File: config.mk
export PLATFORM = sky130hd
export DESIGN_NAME = demux4_stream
export DESIGN_NICKNAME = d
export VERILOG_FILES = /design/src/rtl/demux4_stream.sv
export SDC_FILE = /design/constraint.sdc
export NUM_CORES = 1
export LEC_CHECK = 0
export CORE_MARGIN = 10
export CORE_UTILIZATION = 35
export CTS_BUF_LIST = sky130_fd_sc_hd__clkbuf_2 sky130_fd_sc_hd__clkbuf_4 sky130_fd_sc_hd__clkbuf_8
export DETAILED_ROUTE_END_ITERATION = 8
export PLACE_DENSITY = 0.68
export RECOVER_POWER = 50
export SLEW_MARGIN = 20
export SYNTH_ARGS = -nofsm -noshare
export SYNTH_HDL_FRONTEND = slang
export SYNTH_SLANG_ARGS = --single-unit
File: constraint.sdc
create_clock -name clk -period 2.35 [get_ports clk]
set_clock_uncertainty 0.1 [all_clocks]
set_input_delay 0.47 -clock clk [delete_from_list [all_inputs] [get_ports clk]]
set_output_delay 0.47 -clock clk [all_outputs]
set_load 0.02 [all_outputs]
File: src/rtl/demux4_stream.sv
// Registered 1-to-4 valid/ready stream demultiplexer.
// The destination comes from in_sel or from a round-robin pointer. Each lane has a one-entry holding register.

module demux4_lane #(
  parameter int WIDTH = 4
) (
  input  logic             clk,
  input  logic             reset_n,
  input  logic             i_acc,
  input  logic             i_drain,
  input  logic [WIDTH-1:0] i_data,
  output logic             o_full,
  output logic [WIDTH-1:0] o_data
);
  logic             r_full;
  logic [WIDTH-1:0] r_data;

  // When a lane is accepted and drained in the same cycle, the accept wins.
  // The lane stays full and there is no bubble.
  always_ff @(posedge clk or negedge reset_n) begin
    if (!reset_n) begin
      r_full <= 1'b0;
      r_data <= '0;
    end else if (i_acc) begin
      r_full <= 1'b1;
      r_data <= i_data;
    end else if (i_drain) begin
      r_full <= 1'b0;
    end
  end

  assign o_full = r_full;
  assign o_data = r_data;
endmodule

module demux4_stream #(
  parameter int WIDTH = 4
) (
  input  logic             clk,
  input  logic             reset_n,
  input  logic             in_valid,
  output logic             in_ready,
  input  logic [WIDTH-1:0] in_data,
  input  logic [1:0]       in_sel,
  input  logic             rr_en,
  output logic [3:0]       out_valid,
  input  logic [3:0]       out_ready,
  output logic [WIDTH-1:0] out_data0,
  output logic [WIDTH-1:0] out_data1,
  output logic [WIDTH-1:0] out_data2,
  output logic [WIDTH-1:0] out_data3,
  output logic [1:0]       rr_ptr
);
  localparam int NUM_LANES = 4;

  logic [1:0]                        r_rr_ptr;
  logic [1:0]                        w_dest;
  logic                              w_acc;
  logic [NUM_LANES-1:0]              w_full;
  logic [NUM_LANES-1:0][WIDTH-1:0]   w_data;

  assign w_dest   = rr_en ? r_rr_ptr : in_sel;
  // A stalled destination blocks the input. Round-robin never skips a lane.
  assign in_ready = ~w_full[w_dest] | out_ready[w_dest];
  assign w_acc    = in_valid & in_ready;

  for (genvar gi = 0; gi < NUM_LANES; gi++) begin : g_lane
    demux4_lane #(.WIDTH(WIDTH)) u_lane (
      .clk     (clk),
      .reset_n (reset_n),
      .i_acc   (w_acc && (w_dest == 2'(gi))),
      .i_drain (w_full[gi] & out_ready[gi]),
      .i_data  (in_data),
      .o_full  (w_full[gi]),
      .o_data  (w_data[gi])
    );
  end

  always_ff @(posedge clk or negedge reset_n) begin
    if (!reset_n)
      r_rr_ptr <= 2'b00;
    else if (w_acc && rr_en)
      r_rr_ptr <= r_rr_ptr + 2'd1;
  end

  assign out_valid = w_full;
  assign out_data0 = w_data[0];
  assign out_data1 = w_data[1];
  assign out_data2 = w_data[2];
  assign out_data3 = w_data[3];
  assign rr_ptr    = r_rr_ptr;
endmodule

==> results.md, run 1 <==
* Period utilization at a little over nine tenths
* Number of enable flip-flop cells after synthesis at 0
* Max cap viols at 0
* FFs w/ async S/R, synth at 100.0%
* TritonCTS Buffers at 3
* Placed Area at 1480 µm²
* Relative slew slack at 24.12%
* Max VDD drop at ~0.00066 V
* Initial Util at 37.33%
* R2r setup slk at 0.47 ns
* Simple logic cell fraction of the synthesized area at between 10 and 15%
* First-pass GRT wire length at 4043 µm
* Wirelength, routed at 2475 µm
* WL/cell at 16.61 µm
* Critical Path Max Stage Delay at 0.39 ns
* Layout cells sized above 1 at 29.66%
* Worst Hold Launch: g_lane[0].u_lane.o_data[1]
* Placer congestion estimate at 0.8601
* Tot GR Track Use at 9.407%
* Sequential area share after synthesis at around 53%
* RSZ-0062 raised after global routing: no
* Routed vias/inst at 4.812
* Top cells by count, synth: dfrtp_1 (22), mux2_2 (16), nand2b_1 (6), nand2_1 (5), buf_4 (4)
* Post-Syn Area at 1047 µm²
* Number of core rows at 19
* Top achievable clock speed at 452.6 MHz
* Worst Path Class, Setup: in2out
* Critical Path AT at 1.64 ns
* Synthesized instance count at ~70
* Synth Register Bits at 22
* Power per cell area at about 1200 nW/µm²
* Final count of hold timing violations at 0
* Core area at 2805 µm²
* # setup viols final at 0
* Xor/xnor share of the synthesized area at 0%
* Final min period at 2.210 ns
* # hold bufs at CTS at 0
* I/O pin cnt at 37
* Clock transition at path regs at 0.11 ns
* HPWL reported at the end of detailed placement at 1962 µm
* Slowest cell on the critical path: mux2_1
* DR DRC count at 0
* Area Overhead vs Synth at 41.22%
* CTS H-tree depth at 1
* Met3 routed WL at 274 µm
* Tightest Pin Transition at 1.138 ns
* Die Area at 5580 µm²
* Yosys warnings at 0
* Synth area leaders: dfrtp_1 (53%), mux2_2 (17%), nand4_4 (6.1%)
* Vias in the first global route at 819
* Worst skew pair latency at ~0.31 ns
* Leakage at 0.6463 nW
* Sink Count at 22
* Most frequent cell after synthesis: dfrtp_1
* Cell area after layout at 1479 µm²
* Diode count at 0
* Fin nets at 133
* Post-synthesis adder-cell area fraction at 0%
* Min-delay worst type: reg2reg
* Root Buffer: clkbuf_4
* Syn_nets at 86
* Wire length on met2 at 1137 µm
* Critical path cell sequence: dlygate4sd2_1 > mux2_1 > nand2b_1 > o21ai_1 > mux2i_1 > buf_4
* Detailed Route Iter0 Violations at 11
* I/O Buffers at 36
* Combinational family with the most area after synthesis: multiplexers
* DRT Pass-1 Iters at 4
* Worst setup path startpoint: rr_en
* CP required at between 1.5 and 2 ns
* Post-synthesis mux area share at 26.28%
* Cell taking the most area after synthesis: dfrtp_1
* Post-DRT Antenna Nets at 0
* Via count at roughly 720
* Unique masters post-synth at 19
* R2R Path Start: rr_ptr[1]
* Synth Area per Inst at between 10 and 15 µm²
* Power Total at 0.001802 W
* Die X at approximately 75 µm
* Critical Path Sink Type: output pin
* Status: completed
* Largest net degree at the start of global routing at 23
* Total grt overflow at 0
* Synth Area in Compound Gates at 2.628%
* Clock Path Buffers at 2
* Worst Path Max Fanout at 5
* Top layer in use: met4
* Prevailing post-synth register cell: dfrtp_1
* Post-synth top area share at 52.57%
* M1 WL at 1023 µm
* Initial antenna violation count at 0
* Crit start category: input port
* Slew Limit Fails at 0
* CTS tree: built
* Die height at 74.70 µm
-- power breakdown --
group | internal, W | leakage (nW) | switching [W]
Combinational | 0.000508 | 0.360 | 0.000448
Clock | 0.0000946 | 0.0210 | 0.000111
Sequential | 0.000548 | 0.266 | 0.0000938
Total | 0.00115 | 0.646 | 0.000652
-- cells in the final DEF (no fill, tap or decap), types with 2 or more instances in the layout --
cell | Yosys | final
mux2_2 | 16 | 16
dlygate4sd3_1 | 0 | 2
clkdlybuf4s50_1 | 0 | 31
buf_4 | 4 | 9
dfrtp_1 | 22 | 22
mux2i_4 | 2 | 2
nand2_1 | 5 | 5
mux2i_1 | 2 | 2
nand4_1 | 0 | 3
nand2b_1 | 6 | 6
clkbuf_4 | 0 | 5
-- sequential cells by signal, indices dropped and copies added, names as in the netlist --
register,count
g_lane.u_lane.o_data,16
rr_ptr,2
g_lane.u_lane.o_full,4
-- what timing repair did --
action                                  4_1_cts  5_1_grt
buffers inserted                              0        1
endpoints found under the setup margin        1        1
gates resized for setup                       7        1
gates cloned                                  0        0
-- critical path: cells and delay by family --
kind | cells | cell delay, ns
multiplexers | 2 | 0.54
AND/OR/NAND/NOR | 1 | 0.12
buffers and inverters | 2 | 0.41
AO/OA/AOI/OAI | 1 | 0.09
-- final timing paths --
path	endpoint	cells past startpoint
setup reg to reg	g_lane[3].u_lane.o_data[3]	5
hold / removal	g_lane[0].u_lane.o_data[1]	1
max in group asynchronous	g_lane[3].u_lane.o_data[1]	2
setup / recovery	in_ready	6
hold reg to reg	g_lane[0].u_lane.o_data[1]	1
min in group asynchronous	g_lane[0].u_lane.o_data[3]	2
-- logic make-up (layout without fill, tap and decap cells) --
group / count (synthesis) / count (layout)
multiplexers: 22 / 22
buffers and inverters: 5 / 51
AO/OA/AOI/OAI: 4 / 4
AND/OR/NAND/NOR: 19 / 19
flip-flops: 22 / 22
-- layer usage --
metal,up-vias,global-route usage [%]
li1,342,-
met1,342,10.37
met2,28,14.89
met3,5,4.731
met4,0,4.412
met5,-,0
-- metrics by stage --
stage | utilization [%] | hold slack [ns] | TNS, ns | instances | worst slack, ns
4_1_cts | 53.93 | 0.4040 | 0 | 148 | 0.03863
3_5_place_dp | 52.77 | 0.3931 | -0.5707 | 144 | -0.5598
2_1_floorplan | - | 0.07441 | 0 | 72 | 0.2610
3_3_place_gp | 52.77 | 0.3885 | -0.4877 | 144 | -0.4877
6_report | 52.72 | 0.4177 | 0 | 149 | 0.1403
5_1_grt | 52.72 | 0.4423 | 0 | 149 | 0.07903
-- final cells by class --
class	instances	area (µm²)
fillers	275	1326
flip-flops and latches	22	550.5
repair buffers	47	437.9
multi-input cells	45	415.4
well taps	31	38.79
clock buffers	4	36.28
No activity file was read; power rests on OpenSTA's default activity.
==> run 2: changes to the inputs <==
--- a/config.mk
+++ b/config.mk
@@ -9,6 +9,7 @@
 export CORE_UTILIZATION = 35
 export CTS_BUF_LIST = sky130_fd_sc_hd__clkbuf_2 sky130_fd_sc_hd__clkbuf_4 sky130_fd_sc_hd__clkbuf_8
 export DETAILED_ROUTE_END_ITERATION = 8
+export HOLD_SLACK_MARGIN = 0.12
 export PLACE_DENSITY = 0.68
 export RECOVER_POWER = 50
 export SLEW_MARGIN = 20
==> results of run 2 <==
No change in the layout: final DEF, timing and power equal those of run 1.
==> run 3: changes to the inputs <==
--- a/config.mk
+++ b/config.mk
@@ -6,11 +6,13 @@
 export NUM_CORES = 1
 export LEC_CHECK = 0
 export CORE_MARGIN = 10
-export CORE_UTILIZATION = 35
+export CORE_UTILIZATION = 49
 export CTS_BUF_LIST = sky130_fd_sc_hd__clkbuf_2 sky130_fd_sc_hd__clkbuf_4 sky130_fd_sc_hd__clkbuf_8
+export CTS_CLUSTER_DIAMETER = 150
 export DETAILED_ROUTE_END_ITERATION = 8
+export GPL_ROUTABILITY_DRIVEN = 0
 export HOLD_SLACK_MARGIN = 0.12
-export PLACE_DENSITY = 0.68
+export PLACE_DENSITY = 0.89
 export RECOVER_POWER = 50
 export SLEW_MARGIN = 20
 export SYNTH_ARGS = -nofsm -noshare
==> results.md, run 3 (synthesized netlist as in run 1, its figures left out) <==
* Total grt overflow at 0 (unchanged)
* Max cap viols at 0 (unchanged)
* Die Area at 4386 µm² (-21%)
* Clock transition at path regs at 0.12 ns (about the same)
* # setup viols final at 0 (unchanged)
* Worst R2R End: g_lane[1].u_lane.o_data[2]
* Comb pwr share at 53.4% (+0.4 points)
* RSZ-0062 raised after global routing: no
* Area Overhead vs Synth at 43.01%
* Min-delay worst type: reg2reg
* Routed vias/inst at 5.075 (+5.5%)
* Final count of hold timing violations at 0 (unchanged)
* Final hold slack at 0.4187 ns (+0.001023 ns)
* Sink Count at 22 (unchanged)
* Via count at 741 (+3.3%)
* Root Buffer: clkbuf_4
* Clock Path Buffers at 2 (unchanged)
* Post-DRT Antenna Nets at 0 (unchanged)
* DR DRC count at 0 (unchanged)
* Cells on worst reg2reg path at 4 (-1)
* Die X at 66.23 µm (-11%)
* Largest net degree at the start of global routing at 23 (unchanged)
* CP required at 1.78 ns (about the same)
* Reg power frac at 35.4% (-0.2 points)
* I/O Buffers at 36 (unchanged)
* WHS Path Cells at 1 (unchanged)
* Period utilization at 93.22% (-0.80 points)
* Top achievable clock speed at 456.5 MHz (+0.86%)
* # hold bufs at CTS at 0 (unchanged)
* P_int at 0.001158 W (+0.74%)
* Commonest non-fill, non-tap cell in the layout: clkdlybuf4s50_1
* Initial Util at 52.31% (+15 points)
* R2R Path Start: rr_ptr[0]
* Setup slack after layout at 0.1592 ns (+0.01889 ns)
* Pre-CTS setup slack at -0.5264 ns (+0.03339 ns)
* Die height at 66.23 µm (-11%)
* Max reg flops at 16 (unchanged)
* Worst Path Class, Setup: in2out
* TritonCTS Buffers at 3 (unchanged)
* Clk pwr share at 11.2% (-0.2 points)
* Wirelength, routed at 2511 µm (+1.5%)
* Diode count at 0 (unchanged)
* Power Total at 0.001826 W (+1.3%)
* Cell area after layout at 1498 µm² (+1.3%)
* R2r setup slk at 0.61 ns (+0.14 ns)
* CTS tree: built
* HPWL reported at the end of detailed placement at 2006 µm (+2.3%)
* Tot GR Track Use at 11.97% (+2.6 points)
* Critical Path AT at 1.62 ns (-0.02 ns)
* Critical Path Sink Type: output pin
* Power per cell area at 1219 nW/µm² (about the same)
* Core area at 2002 µm² (-29%)
* Detailed Route Iter0 Violations at 16 (+5)
* Relative slew slack at 24.20% (+0.081 points)
* Area occupied by multi-input gates at 439.2 µm² (+5.7%)
* Number of core rows at 16 (-3)
* Leakage at 0.6583 nW (+1.9%)
* Fill cell count at 148 (-46%)
* Worst Path Max Fanout at 2 (-3)
* DRT Pass-1 Iters at 2 (-2)
* Post CTS Setup Buffer Count at 0 (unchanged)
* CTS H-tree depth at 1 (unchanged)
* Sw Pwr at 0.0006676 W (+2.4%)
* Crit start category: input port
* FF/Latch Area at 550.5 µm² (unchanged)
* I/O pin cnt at 37 (unchanged)
* WL/cell at 17.20 µm (+3.5%)
* Placed Area at 1490 µm² (+0.68%)
* Max VDD drop at 0.0009308 V (+41%)
* WHS Endpoint: g_lane[0].u_lane.o_data[3]
* First-pass GRT wire length at 4064 µm (+0.52%)
* Tightest Pin Transition at 1.137 ns (-0.001207 ns)
* Status: completed
* Fin nets at 134 (+0.75%)
* Final min period at 2.191 ns (-0.01889 ns)
* Worst skew pair latency at 0.31 ns (about the same)
* Slew Limit Fails at 0 (unchanged)
* Sw Ratio at 36.56% (+0.37 points)
* Most frequent cells in the layout: clkdlybuf4s50_1 (30), dfrtp_1 (22), mux2_2 (16)
* Worst Hold Launch: g_lane[0].u_lane.o_data[3]
* Vias in the first global route at 847 (+3.4%)
* Layout cells sized above 1 at 31.09% (+1.4 points)
* Initial antenna violation count at 0 (unchanged)
run 3: layer usage:
metal	up-vias	wire [µm]	global-route usage [%]
met5	-	0	0
met4	0	23	5.497
met3	4	251	5.932
met2	24	1310	20.93
met1	362	926	11.49
li1	351	-	-
run 3: stage by stage:
step,utilization [%],TNS (ns),instances
final,74.81,0,146
after global routing,74.81,0,146
after CTS,76.06,0,146
after detailed placement,74.44,-0.5299,142
after global placement,74.44,-0.4575,142
after floorplan,-,0,72
run 3: power by group through the flow:
stage	Sequential, W	Combinational, W	Clock (W)
3_5_place_dp	0.000656	0.000997	0
2_1_floorplan	0.000844	0.000316	0
3_3_place_gp	0.000641	0.000980	0
4_1_cts	0.000646	0.00100	0.000213
6_report	0.000646	0.000975	0.000205
5_1_grt	0.000666	0.00104	0.000222
run 3: repair_timing:
| action | in CTS | in global routing |
|---|---|---|
| resized for setup | 7 | 4 |
| hold endpoints to repair | 0 | 0 |
| endpoints found under the setup margin | 1 | 1 |
run 3: how the worst max path moves through the flow:
stage                      start  endpoint  cells past startpoint
floorplan                  rr_en  in_ready                      5
global placement           rr_en  in_ready                      6
detailed placement         rr_en  in_ready                      6
CTS                    in_sel[1]  in_ready                      6
global route        out_ready[2]  in_ready                      5
finish              out_ready[2]  in_ready                      5
run 3: layout make-up:
type / count / share of cell area, %
Clock buffer: 4 / 2.423
Multi-Input combinational cell: 45 / 29.32
Sequential cell: 22 / 36.76
Tap cell: 27 / 2.256
Timing Repair Buffer: 48 / 29.24
run 3: critical path, cell delays in order:
cell	delay, ns
dlygate4sd3_1	0.52
nand2b_1	0.20
mux2i_4	0.17
mux2i_1	0.09
buf_4	0.17
